==> src/rtl/reef_game_pkg.sv <==
// Shared types, playfield bounds, sprite geometry and colours for the reef game engine.
package reef_game_pkg;

   localparam int unsigned POS_W   = 10;
   localparam int unsigned DIFF_W  = POS_W + 1;
   localparam int unsigned SPD_W   = 3;
   localparam int unsigned RGB_W   = 12;
   localparam int unsigned SCORE_W = 4;
   localparam int unsigned SUM_W   = SCORE_W + 1;

   typedef enum logic [1:0] {
      ST_IDLE = 2'b00,
      ST_PLAY = 2'b01,
      ST_DEAD = 2'b10,
      ST_WIN  = 2'b11
   } game_state_t;

   localparam logic [POS_W-1:0] X_LEFT   = 10'd144;
   localparam logic [POS_W-1:0] X_RIGHT  = 10'd784;
   localparam logic [POS_W-1:0] Y_MIN    = 10'd40;
   localparam logic [POS_W-1:0] Y_MAX    = 10'd512;
   localparam logic [POS_W-1:0] SAND_TOP = 10'd490;
   localparam logic [POS_W-1:0] SAND_BOT = 10'd520;

   localparam logic [POS_W-1:0] PLAYER_X0 = 10'd200;
   localparam logic [POS_W-1:0] PLAYER_Y0 = 10'd250;

   localparam logic [POS_W-1:0] SHARK_HIT_X  = 10'd10;
   localparam logic [POS_W-1:0] SHARK_HIT_Y  = 10'd10;
   localparam logic [POS_W-1:0] BOTTLE_HIT_X = 10'd6;
   localparam logic [POS_W-1:0] BOTTLE_HIT_Y = 10'd8;

   localparam logic [POS_W-1:0] PLAYER_HALF   = 10'd5;
   localparam logic [POS_W-1:0] SHARK_HALF_X  = 10'd10;
   localparam logic [POS_W-1:0] SHARK_HALF_Y  = 10'd5;
   localparam logic [POS_W-1:0] BOTTLE_HALF_X = 10'd2;
   localparam logic [POS_W-1:0] BOTTLE_HALF_Y = 10'd4;

   localparam logic [RGB_W-1:0] COL_BLACK  = 12'h000;
   localparam logic [RGB_W-1:0] COL_PLAYER = 12'hF00;
   localparam logic [RGB_W-1:0] COL_SAND   = 12'hFF0;
   localparam logic [RGB_W-1:0] COL_SHARK  = 12'h058;
   localparam logic [RGB_W-1:0] COL_BOTTLE = 12'hAEF;
   localparam logic [RGB_W-1:0] COL_PLAY   = 12'h00F;
   localparam logic [RGB_W-1:0] COL_DEAD   = 12'hF80;
   localparam logic [RGB_W-1:0] COL_WIN    = 12'hFFF;

   // |a-b| <= d, evaluated on a widened difference so nothing wraps.
   function automatic logic near(input logic [POS_W-1:0] a,
                                 input logic [POS_W-1:0] b,
                                 input logic [POS_W-1:0] d);
      logic [DIFF_W-1:0] diff;
      diff = (a >= b) ? DIFF_W'(a) - DIFF_W'(b) : DIFF_W'(b) - DIFF_W'(a);
      return diff <= DIFF_W'(d);
   endfunction

endpackage

==> src/rtl/reef_object_lane.sv <==
// One horizontally moving object on a fixed row: reload, respawn, wrap/move,
// plus hit test against the player and a sprite-box pixel flag.
module reef_object_lane
   import reef_game_pkg::*;
#(
   parameter logic [POS_W-1:0] INIT_X = 10'd0,
   parameter logic [POS_W-1:0] POS_Y  = 10'd0,
   parameter logic [SPD_W-1:0] SPD    = 3'd1,
   parameter logic [POS_W-1:0] HIT_X  = 10'd0,
   parameter logic [POS_W-1:0] HIT_Y  = 10'd0,
   parameter logic [POS_W-1:0] BOX_X  = 10'd0,
   parameter logic [POS_W-1:0] BOX_Y  = 10'd0
) (
   input  logic             clk,
   input  logic             rst,
   input  logic             reload,
   input  logic             respawn,
   input  logic             move,
   input  logic [POS_W-1:0] px,
   input  logic [POS_W-1:0] py,
   input  logic [POS_W-1:0] h_count,
   input  logic [POS_W-1:0] v_count,
   output logic [POS_W-1:0] x,
   output logic             hit_c,
   output logic             in_box_c
);

   // Respawn wins over motion so a collected object reappears exactly at the right edge.
   always_ff @(posedge clk or posedge rst) begin
      if (rst) begin
         x <= INIT_X;
      end else if (reload) begin
         x <= INIT_X;
      end else if (respawn) begin
         x <= X_RIGHT;
      end else if (move) begin
         if (DIFF_W'(x) < DIFF_W'(X_LEFT) + DIFF_W'(SPD))
            x <= X_RIGHT;
         else
            x <= x - POS_W'(SPD);
      end
   end

   assign hit_c    = near(px, x, HIT_X) && near(py, POS_Y, HIT_Y);
   assign in_box_c = near(h_count, x, BOX_X) && near(v_count, POS_Y, BOX_Y);

endmodule

==> src/rtl/reef_game_engine.sv <==
// Reef game core: player, shark/bottle lanes, hit/score FSM and registered pixel output.
// Optional LIVES_EN macro enables a three-life budget before DEAD.
module reef_game_engine
   import reef_game_pkg::*;
#(
   parameter int unsigned N_SHARK  = 2,
   parameter int unsigned N_BOTTLE = 2,
   parameter logic [N_SHARK*POS_W-1:0]  SHARK_X    = {10'd440, 10'd220},
   parameter logic [N_SHARK*POS_W-1:0]  SHARK_Y    = {10'd330, 10'd135},
   parameter logic [N_SHARK*SPD_W-1:0]  SHARK_SPD  = {3'd2, 3'd3},
   parameter logic [N_BOTTLE*POS_W-1:0] BOTTLE_X   = {10'd170, 10'd250},
   parameter logic [N_BOTTLE*POS_W-1:0] BOTTLE_Y   = {10'd200, 10'd440},
   parameter logic [N_BOTTLE*SPD_W-1:0] BOTTLE_SPD = {3'd1, 3'd2},
   parameter int unsigned WIN_COUNT = 8
) (
   input  logic               clk,
   input  logic               rst,
   input  logic               tick,
   input  logic               start,
   input  logic               up,
   input  logic               down,
   input  logic               bright,
   input  logic [POS_W-1:0]   hCount,
   input  logic [POS_W-1:0]   vCount,
   output logic [RGB_W-1:0]   rgb,
   output logic [SCORE_W-1:0] score,
   output logic [1:0]         state,
   output logic [1:0]         lives
);

   localparam logic [SCORE_W-1:0] WIN_SCORE = SCORE_W'(WIN_COUNT);

   game_state_t          state_q, state_nxt;
   logic [SCORE_W-1:0]   score_nxt;
   logic [SUM_W-1:0]     score_sum;
   logic [POS_W-1:0]     player_y, player_y_nxt;
   logic                 reload_shark, reload_bottle, move_lanes;
   logic [N_BOTTLE-1:0]  respawn_bottle;
   logic [N_SHARK-1:0]   shark_hit_c, shark_box_c;
   logic [N_BOTTLE-1:0]  bottle_hit_c, bottle_box_c;
   logic [2:0]           bottle_cnt_c;
   logic [RGB_W-1:0]     rgb_c;
   logic                 player_box_c, sand_c;
`ifdef LIVES_EN
   logic [1:0]           lives_nxt;
`endif

   for (genvar i = 0; i < int'(N_SHARK); i++) begin : g_shark
      reef_object_lane #(
         .INIT_X (SHARK_X[i*POS_W +: POS_W]),
         .POS_Y  (SHARK_Y[i*POS_W +: POS_W]),
         .SPD    (SHARK_SPD[i*SPD_W +: SPD_W]),
         .HIT_X  (SHARK_HIT_X),
         .HIT_Y  (SHARK_HIT_Y),
         .BOX_X  (SHARK_HALF_X),
         .BOX_Y  (SHARK_HALF_Y)
      ) u_lane (
         .clk      (clk),
         .rst      (rst),
         .reload   (reload_shark),
         .respawn  (1'b0),
         .move     (move_lanes),
         .px       (PLAYER_X0),
         .py       (player_y),
         .h_count  (hCount),
         .v_count  (vCount),
         .x        (),
         .hit_c    (shark_hit_c[i]),
         .in_box_c (shark_box_c[i])
      );
   end

   for (genvar i = 0; i < int'(N_BOTTLE); i++) begin : g_bottle
      reef_object_lane #(
         .INIT_X (BOTTLE_X[i*POS_W +: POS_W]),
         .POS_Y  (BOTTLE_Y[i*POS_W +: POS_W]),
         .SPD    (BOTTLE_SPD[i*SPD_W +: SPD_W]),
         .HIT_X  (BOTTLE_HIT_X),
         .HIT_Y  (BOTTLE_HIT_Y),
         .BOX_X  (BOTTLE_HALF_X),
         .BOX_Y  (BOTTLE_HALF_Y)
      ) u_lane (
         .clk      (clk),
         .rst      (rst),
         .reload   (reload_bottle),
         .respawn  (respawn_bottle[i]),
         .move     (move_lanes),
         .px       (PLAYER_X0),
         .py       (player_y),
         .h_count  (hCount),
         .v_count  (vCount),
         .x        (),
         .hit_c    (bottle_hit_c[i]),
         .in_box_c (bottle_box_c[i])
      );
   end

   always_comb begin
      bottle_cnt_c = '0;
      for (int i = 0; i < int'(N_BOTTLE); i++)
         bottle_cnt_c = bottle_cnt_c + 3'(bottle_hit_c[i]);
   end

   always_ff @(posedge clk or posedge rst) begin
      if (rst) begin
         state_q  <= ST_IDLE;
         score    <= '0;
         player_y <= PLAYER_Y0;
`ifdef LIVES_EN
         lives    <= 2'd3;
`endif
      end else begin
         state_q  <= state_nxt;
         score    <= score_nxt;
         player_y <= player_y_nxt;
`ifdef LIVES_EN
         lives    <= lives_nxt;
`endif
      end
   end

`ifndef LIVES_EN
   assign lives = 2'd0;
`endif

   assign state = state_q;

   // Game FSM: start beats tick; hits are judged on positions before this tick's motion.
   always_comb begin
      state_nxt      = state_q;
      score_nxt      = score;
      player_y_nxt   = player_y;
      reload_shark   = 1'b0;
      reload_bottle  = 1'b0;
      move_lanes     = 1'b0;
      respawn_bottle = '0;
      score_sum      = SUM_W'(score) + SUM_W'(bottle_cnt_c);
`ifdef LIVES_EN
      lives_nxt      = lives;
`endif
      if (start) begin
         state_nxt     = ST_PLAY;
         score_nxt     = '0;
         player_y_nxt  = PLAYER_Y0;
         reload_shark  = 1'b1;
         reload_bottle = 1'b1;
`ifdef LIVES_EN
         lives_nxt     = 2'd3;
`endif
      end else if (state_q == ST_PLAY && tick) begin
         if (|shark_hit_c) begin
`ifdef LIVES_EN
            if (lives > 2'd1) begin
               lives_nxt    = lives - 2'd1;
               player_y_nxt = PLAYER_Y0;
               reload_shark = 1'b1;
            end else begin
               lives_nxt = 2'd0;
               state_nxt = ST_DEAD;
            end
`else
            state_nxt = ST_DEAD;
`endif
         end else begin
            respawn_bottle = bottle_hit_c;
            move_lanes     = 1'b1;
            if (score_sum >= SUM_W'(WIN_COUNT)) begin
               score_nxt = WIN_SCORE;
               state_nxt = ST_WIN;
            end else begin
               score_nxt = SCORE_W'(score_sum);
            end
            if (up && !down)
               player_y_nxt = (player_y > Y_MIN) ? player_y - 10'd1 : Y_MIN;
            else if (down && !up)
               player_y_nxt = (player_y < Y_MAX) ? player_y + 10'd1 : Y_MAX;
         end
      end
   end

   assign player_box_c = near(hCount, PLAYER_X0, PLAYER_HALF) &&
                         near(vCount, player_y, PLAYER_HALF);
   assign sand_c = (hCount >= X_LEFT) && (hCount <= X_RIGHT) &&
                   (vCount >= SAND_TOP) && (vCount <= SAND_BOT);

   // Sprite priority: blanking, player, sand, sharks, bottles, then state background.
   always_comb begin
      rgb_c = COL_BLACK;
      if (!bright)
         rgb_c = COL_BLACK;
      else if (player_box_c)
         rgb_c = COL_PLAYER;
      else if (sand_c)
         rgb_c = COL_SAND;
      else if (|shark_box_c)
         rgb_c = COL_SHARK;
      else if (|bottle_box_c)
         rgb_c = COL_BOTTLE;
      else begin
         case (state_q)
            ST_IDLE: rgb_c = COL_BLACK;
            ST_PLAY: rgb_c = COL_PLAY;
            ST_DEAD: rgb_c = COL_DEAD;
            ST_WIN:  rgb_c = COL_WIN;
            default: rgb_c = COL_BLACK;
         endcase
      end
   end

   always_ff @(posedge clk or posedge rst) begin
      if (rst) rgb <= '0;
      else     rgb <= rgb_c;
   end

endmodule

==> config.mk <==
export PLATFORM = sky130hd
export DESIGN_NAME = reef_game_engine
export DESIGN_NICKNAME = d
export VERILOG_FILES = /design/src/rtl/reef_game_pkg.sv /design/src/rtl/reef_object_lane.sv /design/src/rtl/reef_game_engine.sv
export SDC_FILE = /design/constraint.sdc
export NUM_CORES = 1
export LEC_CHECK = 0
export ABC_AREA = 1
export ABC_CLOCK_PERIOD_IN_PS = 10910
export CAP_MARGIN = 20
export CORE_UTILIZATION = 57
export CTS_CLUSTER_SIZE = 8
export DETAILED_ROUTE_END_ITERATION = 10
export PLACE_DENSITY = 0.75
export SLEW_MARGIN = 25
export SYNTH_ARGS = -nofsm -noshare
export SYNTH_HDL_FRONTEND = slang
export SYNTH_SLANG_ARGS = --single-unit
==> constraint.sdc <==
create_clock -name clk -period 10.91 [get_ports clk]
set_clock_uncertainty 0.05 [all_clocks]
set_input_delay 3.273 -clock clk [delete_from_list [all_inputs] [get_ports clk]]
set_output_delay 3.273 -clock clk [all_outputs]
set_load 0.03 [all_outputs]
Word-level counts from Yosys, hierarchy flattened
Index checks and enable logic that the tools add are counted.
{"block": "totals", "regBits": 68, "latch_bits": 0, "ram_bits": 0, "mem_bits_ro": 0, "in_bits": 27, "output_inout_bits": 20, "elab_cells": 193, "n_memories": 0}
{"block": "classes", "add_sub_neg": 44, "multipliers": 0, "div": 0, "magnitude_cmp": 47, "n_eq_ne": 4, "shift": 0, "muxes": 60, "bitwise_logic": 0, "reduce_logical": 30}
{"op": "$mux W10", "count": 21}
{"op": "$mux W11", "count": 18}
{"op": "$sub A10 B10 Y11", "count": 10}
{"op": "$sub A10 B8 Y11 const B", "count": 9}
{"op": "$sub A8 B10 Y11 const A", "count": 9}
{"op": "$le A11 B3 Y1 const B", "count": 8}
{"op": "$le A11 B4 Y1 const B", "count": 8}
{"op": "$ge A10 B8 Y1 const B", "count": 6}
{"op": "$mux W12", "count": 5}
{"op": "$ge A10 B10 Y1", "count": 5}
{"op": "$ge A10 B9 Y1 const B", "count": 5}
{"op": "$pmux W12 S4", "count": 1}
{"op": "$sub A10 B9 Y11 const B", "count": 4}
{"op": "$sub A9 B10 Y11 const A", "count": 4}
{"op": "$ge A8 B10 Y1 const A", "count": 4}
{"op": "$lt A10 B8 Y1 const B", "count": 4}
{"op": "$sub A10 B2 Y10 const B", "count": 3}
{"op": "$le A11 B2 Y1 const B", "count": 2}
{"op": "$le A10 B10 Y1 const B", "count": 2}
{"op": "$sub A10 B1 Y10 const B", "count": 2}
{"op": "$mux W4", "count": 4}
{"op": "$logic_and A1 B1 Y1", "count": 15}
{"op": "$mux W2", "count": 7}
{"op": "$reduce_bool A3 Y1", "count": 4}
{"op": "16 further kinds", "count": 25}

Logic depth before layout (Yosys ltp)
Gate-level depths: netlist of run 1.
{"block": "logic_depth", "word_depth": 11, "depth_mapped": 25, "mapped_depth_nobuf": 24}

Hierarchy
A second synthesis of run 1 with hierarchy kept.
{"block": "hier_totals", "cells_unflattened": 3318, "area_unflattened_um2": 18430.2}
{"mod": "reef_object_lane (g_shark[1].u_lane)", "instances": 1, "cells_per_inst": 736, "area_each_um2": 4000.1, "seq_area_each_um2": 231.5}
{"mod": "reef_object_lane (g_shark[0].u_lane)", "instances": 1, "cells_per_inst": 693, "area_each_um2": 3837.4, "seq_area_each_um2": 256.5}
{"mod": "reef_object_lane (g_bottle[1].u_lane)", "instances": 1, "cells_per_inst": 686, "area_each_um2": 3687.3, "seq_area_each_um2": 255.2}
{"mod": "reef_object_lane (g_bottle[0].u_lane)", "instances": 1, "cells_per_inst": 670, "area_each_um2": 3593.4, "seq_area_each_um2": 232.7}
{"mod": "reef_game_engine", "instances": 1, "cells_per_inst": 533, "area_each_um2": 3311.9, "seq_area_each_um2": 608.1}

Least setup slack after synthesis of run 1
No wires, ideal clock.
{"block": "synth_path", "kind": "input to register", "start": "input vCount[8]", "end": "register rgb[5]", "setup_time_ns": 0.117, "arrival_time_ns": 5.479, "required_ns": 10.743, "slack_ns": 5.263, "cell_stages": 18, "cell_sequence": "buf_2 -> clkinv_1 -> ha_1 -> clkbuf_1 -> nand2_1 -> nor2_1 -> nand3_1 -> nand3_1 -> buf_2 -> nand2_1 -> nand2_1 -> nand3_1 -> nor2_1 -> nand4_1 -> nand2_1 -> inv_2 -> nand2_1 -> nor2_1"}
{"block": "synth_via", "elab_chain_cells": 10, "elab_cells_between_ends": 41, "cone_classes": "add/sub (10); order compare (12); mux (10); reduce/logical (9)"}
{"element": "from (decl)", "line": "reef_game_engine.sv:24", "rtl": "input logic [POS_W-1:0] vCount,"}
{"element": "$sub A9 B10 Y11 (tied with other cells)", "line": "reef_game_pkg.sv:53", "rtl": "diff = (a >= b) ? DIFF_W'(a) - DIFF_W'(b) : DIFF_W'(b) - DIFF_W'(a);"}
{"element": "$mux W11", "line": "reef_game_pkg.sv:53"}
{"element": "$le A11 B3 Y1", "line": "reef_game_pkg.sv:54", "rtl": "return diff <= DIFF_W'(d);"}
{"element": "$logic_and A1 B1 Y1", "line": "reef_object_lane.sv:45", "rtl": "assign in_box_c = near(h_count, x, BOX_X) && near(v_count, POS_Y, BOX_Y);"}
{"element": "$reduce_or A2 Y1", "line": "reef_game_engine.sv:197", "rtl": "else if (|bottle_box_c)"}
{"element": "$mux W12", "line": "reef_game_engine.sv:197"}
{"element": "$mux W12", "line": "reef_game_engine.sv:195", "rtl": "else if (|shark_box_c)"}
{"element": "$mux W12", "line": "reef_game_engine.sv:193", "rtl": "else if (sand_c)"}
{"element": "$mux W12 (*)", "line": "reef_game_engine.sv:191", "rtl": "else if (player_box_c)"}
{"element": "$mux W12 (*)", "line": "reef_game_engine.sv:189", "rtl": "if (!bright)"}
{"element": "named net rgb_c[5]", "line": "reef_game_engine.sv:42", "rtl": "logic [RGB_W-1:0] rgb_c;"}
{"element": "to (signal assigned)", "line": "reef_game_engine.sv:212", "rtl": "else rgb <= rgb_c;"}
{"element": "to (decl)", "line": "reef_game_engine.sv:25", "rtl": "output logic [RGB_W-1:0] rgb,"}
Mark *: on every way through the listed nets, which the timed path passes. The rest lies on a longest branch.
A chain may end at the register's enable or synchronous reset.

Worst setup path in the final report of run 1
{"block": "layout_path", "start": "input hCount[3]", "end": "register rgb[5]"}
{"block": "layout_via", "elab_chain_cells": 10, "elab_cells_between_ends": 42, "cone_classes": "add/sub (10); order compare (12); mux (10); reduce/logical (10)"}
{"element": "from (decl)", "line": "reef_game_engine.sv:23", "rtl": "input logic [POS_W-1:0] hCount,"}
{"element": "$sub A10 B10 Y11 / $ge A10 B10 Y1 (equally long branches)", "line": "reef_game_pkg.sv:53"}
{"element": "$mux W11", "line": "reef_game_pkg.sv:53"}
{"element": "$le A11 B2 Y1", "line": "reef_game_pkg.sv:54"}
{"element": "$logic_and A1 B1 Y1", "line": "reef_object_lane.sv:45"}
{"element": "$reduce_or A2 Y1", "line": "reef_game_engine.sv:197"}
{"element": "$mux W12", "line": "reef_game_engine.sv:197"}
{"element": "$mux W12", "line": "reef_game_engine.sv:195"}
{"element": "$mux W12", "line": "reef_game_engine.sv:193"}
{"element": "$mux W12 (*)", "line": "reef_game_engine.sv:191"}
{"element": "$mux W12 (*)", "line": "reef_game_engine.sv:189"}
{"element": "named net rgb_c[5]", "line": "reef_game_engine.sv:42"}
Marks and branches as above.

==> results.py, run 1 <==
metrics = {
    "min_path": {
        "hold_class": "flip-flop to flip-flop",
    },
    "power_and_ir_drop": {
        "worst_ir_drop_vdd_uv": 130,
        "p_per_area_nw_per_um2": 150,
        "p_leak_nw": 8.27,
    },
    "drt": {
        "vias": 16587,
        "drt-vias-per-instance": 5.84,
        "antenna_left": 0,
        "drtIter0Drc": 1887,
        "drcViolationCount": 0,
        "wl_um": 48700,
        "wl_per_cell_um": 17.1,
        "first_pass_iters": 6,
    },
    "floorplan": {
        "die_w_um": 160,
        "std_cell_rows": 57,
        "die_area_um2": 25700,
        "coreArea_um2": 24500,
        "io_pins": 47,
        "start_util_pct": 58.4,
        "fp.dieH_um": 160,
    },
    "synth": {
        "synth_top_area_share_pct": 22.8,
        "netlist_area_um2": 14300,
        "synthTopCellsByArea": "nand2_1 (23%), ha_1 (13%), inv_1 (8.2%)",
        "seq_area_frac_synth_pct": 11.1,
        "synth-seq-cells": 62,
        "async_reset_ff_share_pct": 100,
        "yosysWarnings": 0,
        "avgSynthCellArea_um2": 5.65,
        "synth_edf_count": 0,
        "synthDistinctLibCells": 61,
        "yosysTopAreaCell": "nand2_1",
        "syn_inst": 2527,
        "synth_flop_cell": "dfrtp_1",
    },
    "sta": {
        "max_slew_margin_pct": 40.9,
        "max_freq_ghz": 0.141,
        "tns_ns": 0,
        "worst-slew-pin-transition_ns": 0.887,
        "drv_slew": 0,
        "final_hold_viol_count": 0,
        "min_period_over_period_pct": 64.9,
        "setup_violations": 0,
        "min_period_ns": 7.08,
        "rsz0062_at_grt": "no",
    },
    "worst_setup_path": {
        "cp_max_fo": 12,
        "cp-start-kind": "input port",
        "crit_required_ns": 11.14,
        "critPathKind": "input port to flip-flop",
        "cp.arrival_ns": 7.31,
        "end_kind": "flip-flop",
    },
    "outcome": {
        "outcome": "completed",
    },
    "flow_run": {
        "maxCapViolCount": 0,
    },
    "global_routing": {
        "grt_max_degree": 63,
        "grt_overflow": 0,
        "grt_first_pass_wirelength_um": 78200,
        "grtUsageTotal_pct": 37.9,
        "antenna_found_initial": 1,
        "grt_pass1_vias": 15275,
    },
    "clocking": {
        "path_clk_slew_ns": 0.06,
        "cts_resized": 0,
        "clkLatencyLatePin_ns": 0.35,
        "cts_tree": "done",
        "cts_root_buf": "clkbuf_16",
        "clock_sinks": 62,
        "cts_setup_buffers": 0,
        "clockBufferDepth": 2,
        "htree_levels": 3,
        "cts_made_buffers": 9,
        "ctsHoldBuffers": 0,
    },
    "placement": {
        "place_area_um2": 14700,
        "dpl.hpwl_um": 37700,
        "gp_congestion": 1.05,
        "port-buffer-count": 44,
    },
    "finish": {
        "layout_commonest_cell": "nand2_1",
        "drive_above_1_share_pct": 4.53,
        "syn2layout_area_growth_pct": 4.82,
        "nNetsFinal": 2698,
        "num-fill-cells": 2428,
        "postLayoutCellArea_um2": 15000,
        "layout_common_cells": "nand2_1 (868), inv_1 (312), nor2_1 (231)",
    },
}
==> worst paths after layout <==
check	start	endpoint	slack (ns)	cells after the start
worst min register to register	g_shark[0].u_lane.x[4]$_DFFE_PP1P_	g_shark[0].u_lane.x[4]$_DFFE_PP1P_	0.45	2
worst min-delay path	g_shark[0].u_lane.x[4]$_DFFE_PP1P_	g_shark[0].u_lane.x[4]$_DFFE_PP1P_	0.45	2
min in group asynchronous	rst	score[2]$_DFFE_PP0P_	3.46	3
max in group asynchronous	rst	g_shark[0].u_lane.x[1]$_DFFE_PP0P_	6.78	3
worst max-delay path	hCount[3]	rgb[5]$_DFF_PP0_	3.83	20
worst max register to register	player_y[3]$_DFFE_PP1P_	g_bottle[1].u_lane.x[9]$_DFFE_PP0P_	6.36	17
==> flip-flops by register name, indices dropped and copies added (netlist names) <==
signal,flops
g_shark.u_lane.x,19
g_bottle.u_lane.x,19
state,2
score,4
player_y,10
rgb,8
==> critical path: stages <==
cell and delay, ns:
clkdlybuf4s50_1 0.90, inv_1 0.44, ha_1 0.55, nand2_1 0.18, inv_1 0.11, nand2_1 0.10, nor2_1 0.05, nand2_1 0.08
nand4_1 0.38, o21ai_0 0.33, inv_1 0.08, nand2_1 0.07, nand2_1 0.04, nand3_1 0.13, nand2_1 0.18, inv_2 0.12
nand2_1 0.07, nand2_1 0.06, nand2_1 0.07, nor2_1 0.09
==> cells in the mapped netlist (4+ instances only) <==
| cell type | count |
|---|---|
| o211ai_1 | 15 |
| o31ai_1 | 5 |
| inv_2 | 18 |
| o21ai_0 | 99 |
| clkinv_1 | 6 |
| dfrtp_1 | 36 |
| dfstp_2 | 26 |
| ha_1 | 148 |
| a31oi_1 | 6 |
| nand3_1 | 229 |
| o2111ai_1 | 4 |
| a21o_1 | 6 |
| clkbuf_2 | 5 |
| inv_1 | 313 |
| a21oi_1 | 126 |
| nor2_2 | 5 |
| or2_2 | 8 |
| xor2_1 | 80 |
| nand3b_1 | 11 |
| nor3_1 | 26 |
| nand2_2 | 16 |
| buf_2 | 33 |
| o21bai_1 | 7 |
| o21ai_1 | 35 |
| nand2_1 | 868 |
| xnor2_1 | 17 |
| buf_6 | 7 |
| a211oi_1 | 5 |
| nand4_1 | 47 |
| nand3_2 | 6 |
| buf_4 | 15 |
| nor2_1 | 231 |
| fa_1 | 11 |
| clkbuf_1 | 11 |
==> stage by stage <==
stage | cells | power [W] | util [%] | hold WS, ns | worst slack (ns)
finish | 2842 | 0.00225 | 61.2 | 0.452 | 3.83
global route | 2841 | 0.00246 | 61.2 | 0.498 | 3.56
CTS | 2841 | 0.00221 | 61.2 | 0.451 | 3.97
detailed placement | 2825 | 0.00192 | 60.0 | 0.442 | 3.61
global placement | 2825 | 0.00192 | 60.0 | 0.443 | 3.63
floorplan | 2529 | 0.00155 | - | 0.409 | 5.26
==> layer usage <==
metal / GRT usage (%) / part of all wire [%]
met4: 13.9 / 3.5
met1: 50.8 / 42
met5: 0 / 0
met2: 61.1 / 45
met3: 6.03 / 9.4
==> final cells by class <==
class                   instances  area [um2]  area share [%]
well taps                     324         405            2.71
flip-flops and latches         62        1580            10.6
clock buffers                   9         225            1.50
repair buffers                 47         463            3.09
inverters                     339        1280            8.55
diodes                          1        2.50          0.0167
clock inverters                 7        50.0           0.334
multi-input cells            2053       11000            73.2
==> power breakdown <==
| group | leakage (nW) | internal, W | switching, W |
|---|---|---|---|
| Clock | 0.128 | 0.000154 | 0.000125 |
| Sequential | 0.757 | 0.000283 | 0.000109 |
| Combinational | 7.39 | 0.000523 | 0.00106 |
| Total | 8.27 | 0.000960 | 0.00129 |
==> logic make-up (layout without fill, tap and decap cells) <==
logic type	count (synthesis)	count (layout)	share of synthesized area, %
xor+xnor	97	97	5.95
buf+inv	414	402	12.2
simple gates	1470	1470	43.7
compound gates	323	323	12.5
flops	62	62	11.1
other cells	2	5	0.0526
fa+ha+maj	159	159	14.5
(Power assumes the default switching activity.)
==> run 2, diff against run 1 <==
--- a/config.mk
+++ b/config.mk
@@ -6,7 +6,7 @@
 export NUM_CORES = 1
 export LEC_CHECK = 0
 export ABC_AREA = 1
-export ABC_CLOCK_PERIOD_IN_PS = 10910
+export ABC_CLOCK_PERIOD_IN_PS = 7050
 export CAP_MARGIN = 20
 export CORE_UTILIZATION = 57
 export CTS_CLUSTER_SIZE = 8
==> constraint.sdc (replaced) <==
create_clock -name clk -period 7.05 [get_ports clk]
set_clock_uncertainty 0.05 [all_clocks]
set_input_delay 2.115 -clock clk [delete_from_list [all_inputs] [get_ports clk]]
set_output_delay 2.115 -clock clk [all_outputs]
set_load 0.03 [all_outputs]
==> results.py, run 2 (same netlist as run 1, synthesis figures left out) <==
metrics = {
    "worst_setup_path": {
        "crit_family": "buffers and inverters",
        "end_kind": "flip-flop",
        "cp-start-kind": "input port",
        "crit_required_ns": 7.23,
        "crit_chain": "clkdlybuf4s50_1 > clkinv_1 > ha_1 > nand2_1 > nor2_1 > nand3_1 > nand3_1 > inv_1 > nand2_1 > nand2_1 > nor3_1 > nand4_1 > nand2_1 > inv_2 > nand2_1 > nor2_1",
        "crit_slowest_cell": "clkdlybuf4s50_1",
        "path_common_cell": "nand2_1",
        "critPathKind": "input port to flip-flop",
        "cp_max_fo": 14,
        "cp.arrival_ns": 6.18,
        "r2r_setup_slack_ns": 2.33,
        "slowest_delay_ns": 0.91,
        "path_buf_inv": 4,
    },
    "finish": {
        "nNetsFinal": 2705,
        "top_regs": "g_bottle.u_lane.x x19, g_shark.u_lane.x x19, player_y x10",
        "syn2layout_area_growth_pct": 5.38,
        "layout_common_cells": "nand2_1 (868), inv_1 (312), nor2_1 (231)",
        "insertedDiodeCount": 0,
        "utilization_pct": 61.5,
        "drive_above_1_share_pct": 4.79,
        "postLayoutCellArea_um2": 15000,
        "layout_commonest_cell": "nand2_1",
        "num-fill-cells": 2476,
    },
    "drt": {
        "met3_length_um": 4730,
        "wl_um": 49100,
        "drtIter0Drc": 1661,
        "vias": 16630,
        "first_pass_iters": 6,
        "wl_per_cell_um": 17.3,
        "antenna_left": 0,
        "top_layer_used": "met4",
        "wl_met1_um": 20500,
        "met2_wirelength_um": 21700,
        "drcViolationCount": 0,
        "drt-vias-per-instance": 5.84,
    },
    "power_and_ir_drop": {
        "power_switching_w": 0.00200,
        "internal_power_w": 0.00153,
        "worst_ir_drop_vdd_uv": 203,
        "clockPowerShare_pct": 13.7,
        "p_leak_nw": 8.33,
        "power_frac_comb_pct": 69.1,
        "p_per_area_nw_per_um2": 235,
        "p_sw_share_pct": 56.7,
        "p_seq_share_pct": 17.2,
    },
    "clocking": {
        "cts_root_buf": "clkbuf_16",
        "ctsHoldBuffers": 0,
        "htree_levels": 3,
        "path_clk_slew_ns": 0.07,
        "clockBufferDepth": 2,
        "cts_setup_buffers": 0,
        "cts_tree": "done",
        "clkLatencyLatePin_ns": 0.36,
        "cts_made_buffers": 9,
        "clock_sinks": 62,
        "cts_resized": 0,
    },
    "sta": {
        "rsz0062_at_grt": "no",
        "worst-slew-pin-transition_ns": 0.878,
        "drv_slew": 0,
        "setup_violations": 0,
        "max_slew_margin_pct": 41.5,
        "setup_slack_ns": 1.05,
        "max_freq_ghz": 0.167,
        "min_period_ns": 6.00,
        "tns_ns": 0,
        "final_hold_viol_count": 0,
        "min_period_over_period_pct": 85.1,
    },
    "global_routing": {
        "grt_first_pass_wirelength_um": 78500,
        "grt_max_degree": 63,
        "antenna_found_initial": 0,
        "grtUsageTotal_pct": 38.0,
        "grt_overflow": 0,
        "grt_pass1_vias": 15400,
    },
    "floorplan": {
        "die_area_um2": 25700,
        "die_w_um": 160,
        "io_pins": 47,
        "start_util_pct": 58.4,
        "std_cell_rows": 57,
        "coreArea_um2": 24500,
        "fp.dieH_um": 160,
    },
    "placement": {
        "port-buffer-count": 44,
        "dpl.hpwl_um": 38400,
        "gp_congestion": 1.00,
        "pre_cts_ws_ns": 0.714,
        "place_area_um2": 14700,
    },
    "outcome": {
        "outcome": "completed",
    },
    "flow_run": {
        "maxCapViolCount": 0,
    },
    "min_path": {
        "hold_class": "flip-flop to flip-flop",
    },
}
-- run 2: final cells by class --
| cell class | instances | area, um2 | share of cell area, % |
|---|---|---|---|
| Sequential cell | 62 | 1580 | 10.5 |
| Clock buffer | 9 | 225 | 1.50 |
| Inverter | 339 | 1280 | 8.51 |
| Timing Repair Buffer | 54 | 515 | 3.43 |
| Multi-Input combinational cell | 2053 | 11000 | 72.8 |
| Clock inverter | 7 | 80.1 | 0.532 |
| Tap cell | 324 | 405 | 2.69 |
-- run 2: worst paths after layout --
kind,start,end,cells after the start
max,vCount[8],rgb[2]$_DFF_PP0_,16
min,g_shark[0].u_lane.x[4]$_DFFE_PP1P_,g_shark[0].u_lane.x[4]$_DFFE_PP1P_,2
max reg2reg,player_y[3]$_DFFE_PP1P_,score[1]$_DFFE_PP0P_,17
min reg2reg,g_shark[0].u_lane.x[4]$_DFFE_PP1P_,g_shark[0].u_lane.x[4]$_DFFE_PP1P_,2
max in group asynchronous,rst,g_shark[1].u_lane.x[9]$_DFFE_PP0P_,3
min in group asynchronous,rst,score[1]$_DFFE_PP0P_,3
-- run 2: worst min-delay path: cells and delay by family, from the launching register on --
kind | cells | cell delay, ns
DFF | 1 | 0.39
and+or+nand+nor | 2 | 0.10
-- run 2: per-layer routing --
| metal | up-vias | GRT usage (%) |
|---|---|---|
| met5 | - | 0 |
| met4 | 0 | 16.8 |
| met3 | 155 | 6.86 |
| met2 | 843 | 61.2 |
| met1 | 7572 | 49.6 |
| li1 | 8060 | - |
-- run 2: power groups by stage --
stage	logic, W	clock network [W]	registers [W]
after global placement	0.00235	0	0.000607
final	0.00244	0.000482	0.000609
after floorplan	0.00189	0	0.000508
after detailed placement	0.00236	0	0.000605
after CTS	0.00238	0.000487	0.000599
after global routing	0.00273	0.000499	0.000616
-- run 2: through the flow --
step                total power [W]  hold slack (ns)  cells
finish                      0.00353            0.449   2848
global route                0.00385            0.457   2848
CTS                         0.00347            0.445   2848
detailed placement          0.00297            0.438   2832
global placement            0.00296            0.435   2832
floorplan                   0.00240            0.409   2529
==> run 3, diff against run 2 <==
--- a/config.mk
+++ b/config.mk
@@ -8,10 +8,11 @@
 export ABC_AREA = 1
 export ABC_CLOCK_PERIOD_IN_PS = 7050
 export CAP_MARGIN = 20
-export CORE_UTILIZATION = 57
+export CORE_UTILIZATION = 40
 export CTS_CLUSTER_SIZE = 8
 export DETAILED_ROUTE_END_ITERATION = 10
-export PLACE_DENSITY = 0.75
+export PLACE_DENSITY = 0.56
+export SETUP_SLACK_MARGIN = 0.05
 export SLEW_MARGIN = 25
 export SYNTH_ARGS = -nofsm -noshare
 export SYNTH_HDL_FRONTEND = slang
==> results.py, run 3 (same netlist as run 1, synthesis figures left out) <==
metrics = {
    "sta": {
        "min_period_over_period_pct": 85.2,
        "final_hold_viol_count": 0,
        "setup_slack_ns": 1.04,
        "min_period_ns": 6.01,
        "rsz0062_at_grt": "no",
        "drv_slew": 0,
        "max_freq_ghz": 0.166,
        "tns_ns": 0,
        "worst-slew-pin-transition_ns": 0.778,
        "setup_violations": 0,
        "max_slew_margin_pct": 47.7,
        "holdWs_ns": 0.450,
    },
    "worst_setup_path": {
        "crit_required_ns": 7.25,
        "cp.arrival_ns": 6.21,
        "cp-start-kind": "input port",
        "path_buf_inv": 4,
        "reg2regPathDepth": 17,
        "slowest_delay_ns": 0.89,
        "crit_slowest_cell": "clkdlybuf4s50_1",
        "r2r_setup_slack_ns": 2.29,
        "critPathKind": "input port to flip-flop",
        "crit_family": "buffers and inverters",
        "timing.rr.start": "player_y[3]$_DFFE_PP1P_",
        "r2r-end": "g_bottle[0].u_lane.x[8]$_DFFE_PP0P_",
        "crit_chain": "clkdlybuf4s50_1 > clkinv_1 > ha_1 > nand2_1 > nor2_1 > nand3_1 > nand3_1 > inv_1 > nand2_1 > nand2_1 > nor3_1 > nand4_1 > nand2_1 > inv_2 > nand2_1 > nor2_1",
        "end_kind": "flip-flop",
        "cp_max_fo": 14,
        "path_common_cell": "nand2_1",
    },
    "placement": {
        "pre_cts_ws_ns": 0.741,
        "port-buffer-count": 44,
        "dpl.hpwl_um": 41900,
        "placedCellCount": 2969,
        "gp_congestion": 0.967,
    },
    "clocking": {
        "cts_setup_buffers": 0,
        "ctsHoldBuffers": 0,
        "clock_sinks": 62,
        "cts_resized": 0,
        "cts_tree": "done",
        "path_clk_slew_ns": 0.06,
        "cts_made_buffers": 9,
        "htree_levels": 3,
        "cts_root_buf": "clkbuf_16",
        "clockBufferDepth": 2,
        "clkLatencyLatePin_ns": 0.36,
    },
    "drt": {
        "antenna_left": 0,
        "wl_um": 53200,
        "vias": 16168,
        "wl_per_cell_um": 17.8,
        "first_pass_iters": 6,
        "drt-vias-per-instance": 5.41,
        "drtIter0Drc": 1380,
        "drcViolationCount": 0,
    },
    "global_routing": {
        "grt_pass1_vias": 15169,
        "grt_max_degree": 42,
        "grtUsageTotal_pct": 29.4,
        "antenna_found_initial": 1,
        "grt_first_pass_wirelength_um": 83700,
        "grt_overflow": 0,
    },
    "finish": {
        "syn2layout_area_growth_pct": 7.02,
        "top_regs": "g_bottle.u_lane.x x19, g_shark.u_lane.x x19, player_y x10",
        "layout_common_cells": "nand2_1 (868), inv_1 (312), nor2_1 (231)",
        "fin_cells": 2986,
        "layout_commonest_cell": "nand2_1",
        "num-fill-cells": 3862,
        "drive_above_1_share_pct": 5.02,
        "multi_input_area_um2": 11000,
        "seq_area_um2": 1580,
        "nNetsFinal": 2711,
    },
    "floorplan": {
        "start_util_pct": 41.0,
        "io_pins": 47,
        "std_cell_rows": 68,
        "fp.dieH_um": 191,
        "coreArea_um2": 34800,
        "die_area_um2": 36500,
        "die_w_um": 191,
    },
    "power_and_ir_drop": {
        "power_frac_comb_pct": 68.7,
        "p_per_area_nw_per_um2": 236,
        "internal_power_w": 0.00157,
        "p_leak_nw": 8.37,
        "clockPowerShare_pct": 14.5,
        "worst_ir_drop_vdd_uv": 125,
        "power_switching_w": 0.00203,
        "p_sw_share_pct": 56.5,
        "p_seq_share_pct": 16.8,
    },
    "min_path": {
        "hold-path-endpoint": "g_shark[0].u_lane.x[4]$_DFFE_PP1P_",
        "hold_class": "flip-flop to flip-flop",
        "min_from": "g_shark[0].u_lane.x[4]$_DFFE_PP1P_",
        "worstHoldPathCells": 2,
    },
    "outcome": {
        "outcome": "completed",
    },
    "flow_run": {
        "maxCapViolCount": 0,
    },
}
run 3: cell count changes in the layout (fill, tap and decap cells not counted):
cell       previous run  this run
buf_4                10        16
bufinv_16             1         2
clkinv_2              1         0
clkinv_4              2         1
diode_2               0         1
inv_6                 2         4
inv_8                 1         0
run 3: layout make-up:
class                   instances  share of cell area [%]
diodes                          1                  0.0164
clock buffers                   9                    1.47
clock inverters                 7                   0.671
inverters                     339                    8.38
multi-input cells            2053                    71.7
flip-flops and latches         62                    10.4
well taps                     455                    3.73
repair buffers                 60                    3.67
run 3: power groups by stage:
stage / registers (W) / clock network, W / logic (W)
detailed placement: 0.000606 / 0 / 0.00243
global placement: 0.000607 / 0 / 0.00245
global route: 0.000616 / 0.000538 / 0.00280
CTS: 0.000601 / 0.000531 / 0.00244
floorplan: 0.000508 / 0 / 0.00189
finish: 0.000605 / 0.000521 / 0.00247
run 3: metrics by stage:
stage	instance area, um2	utilization (%)	power, W
after global placement	15000	43.0	0.00306
after floorplan	14300	-	0.00240
final	15300	43.9	0.00360
after global routing	15300	43.9	0.00395
after CTS	15300	43.9	0.00357
after detailed placement	15000	43.0	0.00303
run 3: metal layers:
metal	wire [um]	GRT usage (%)	vias up
met2	23600	47.2	559
met3	3310	3.49	83
met1	24900	40.9	7451
li1	-	-	8075
met5	0	0	-
met4	1370	8.92	0
run 3: worst max-delay path by stage:
stage	startpoint	to	cells past startpoint
global route	vCount[8]	rgb[3]$_DFF_PP0_	17
global placement	vCount[8]	rgb[5]$_DFF_PP0_	16
finish	vCount[8]	rgb[2]$_DFF_PP0_	16
CTS	vCount[8]	rgb[2]$_DFF_PP0_	16
floorplan	vCount[8]	rgb[5]$_DFF_PP0_	18
detailed placement	vCount[8]	rgb[2]$_DFF_PP0_	16
run 3: worst reg2reg max path: stages, from the launching register on:
cell and delay (ns):
dfstp_2 0.86, inv_2 0.23, ha_1 0.36, a21oi_1 0.26, nand2_1 0.08, nand2_1 0.06, nand2_1 0.08, o31ai_1 0.64
nand2_1 0.11, nor2_1 0.11, nand2_1 0.14, nor2_1 0.15, nand3_2 0.17, nand3_4 0.24, nand2_4 0.34, inv_2 0.60
nand2_1 0.13, nand2_1 0.09
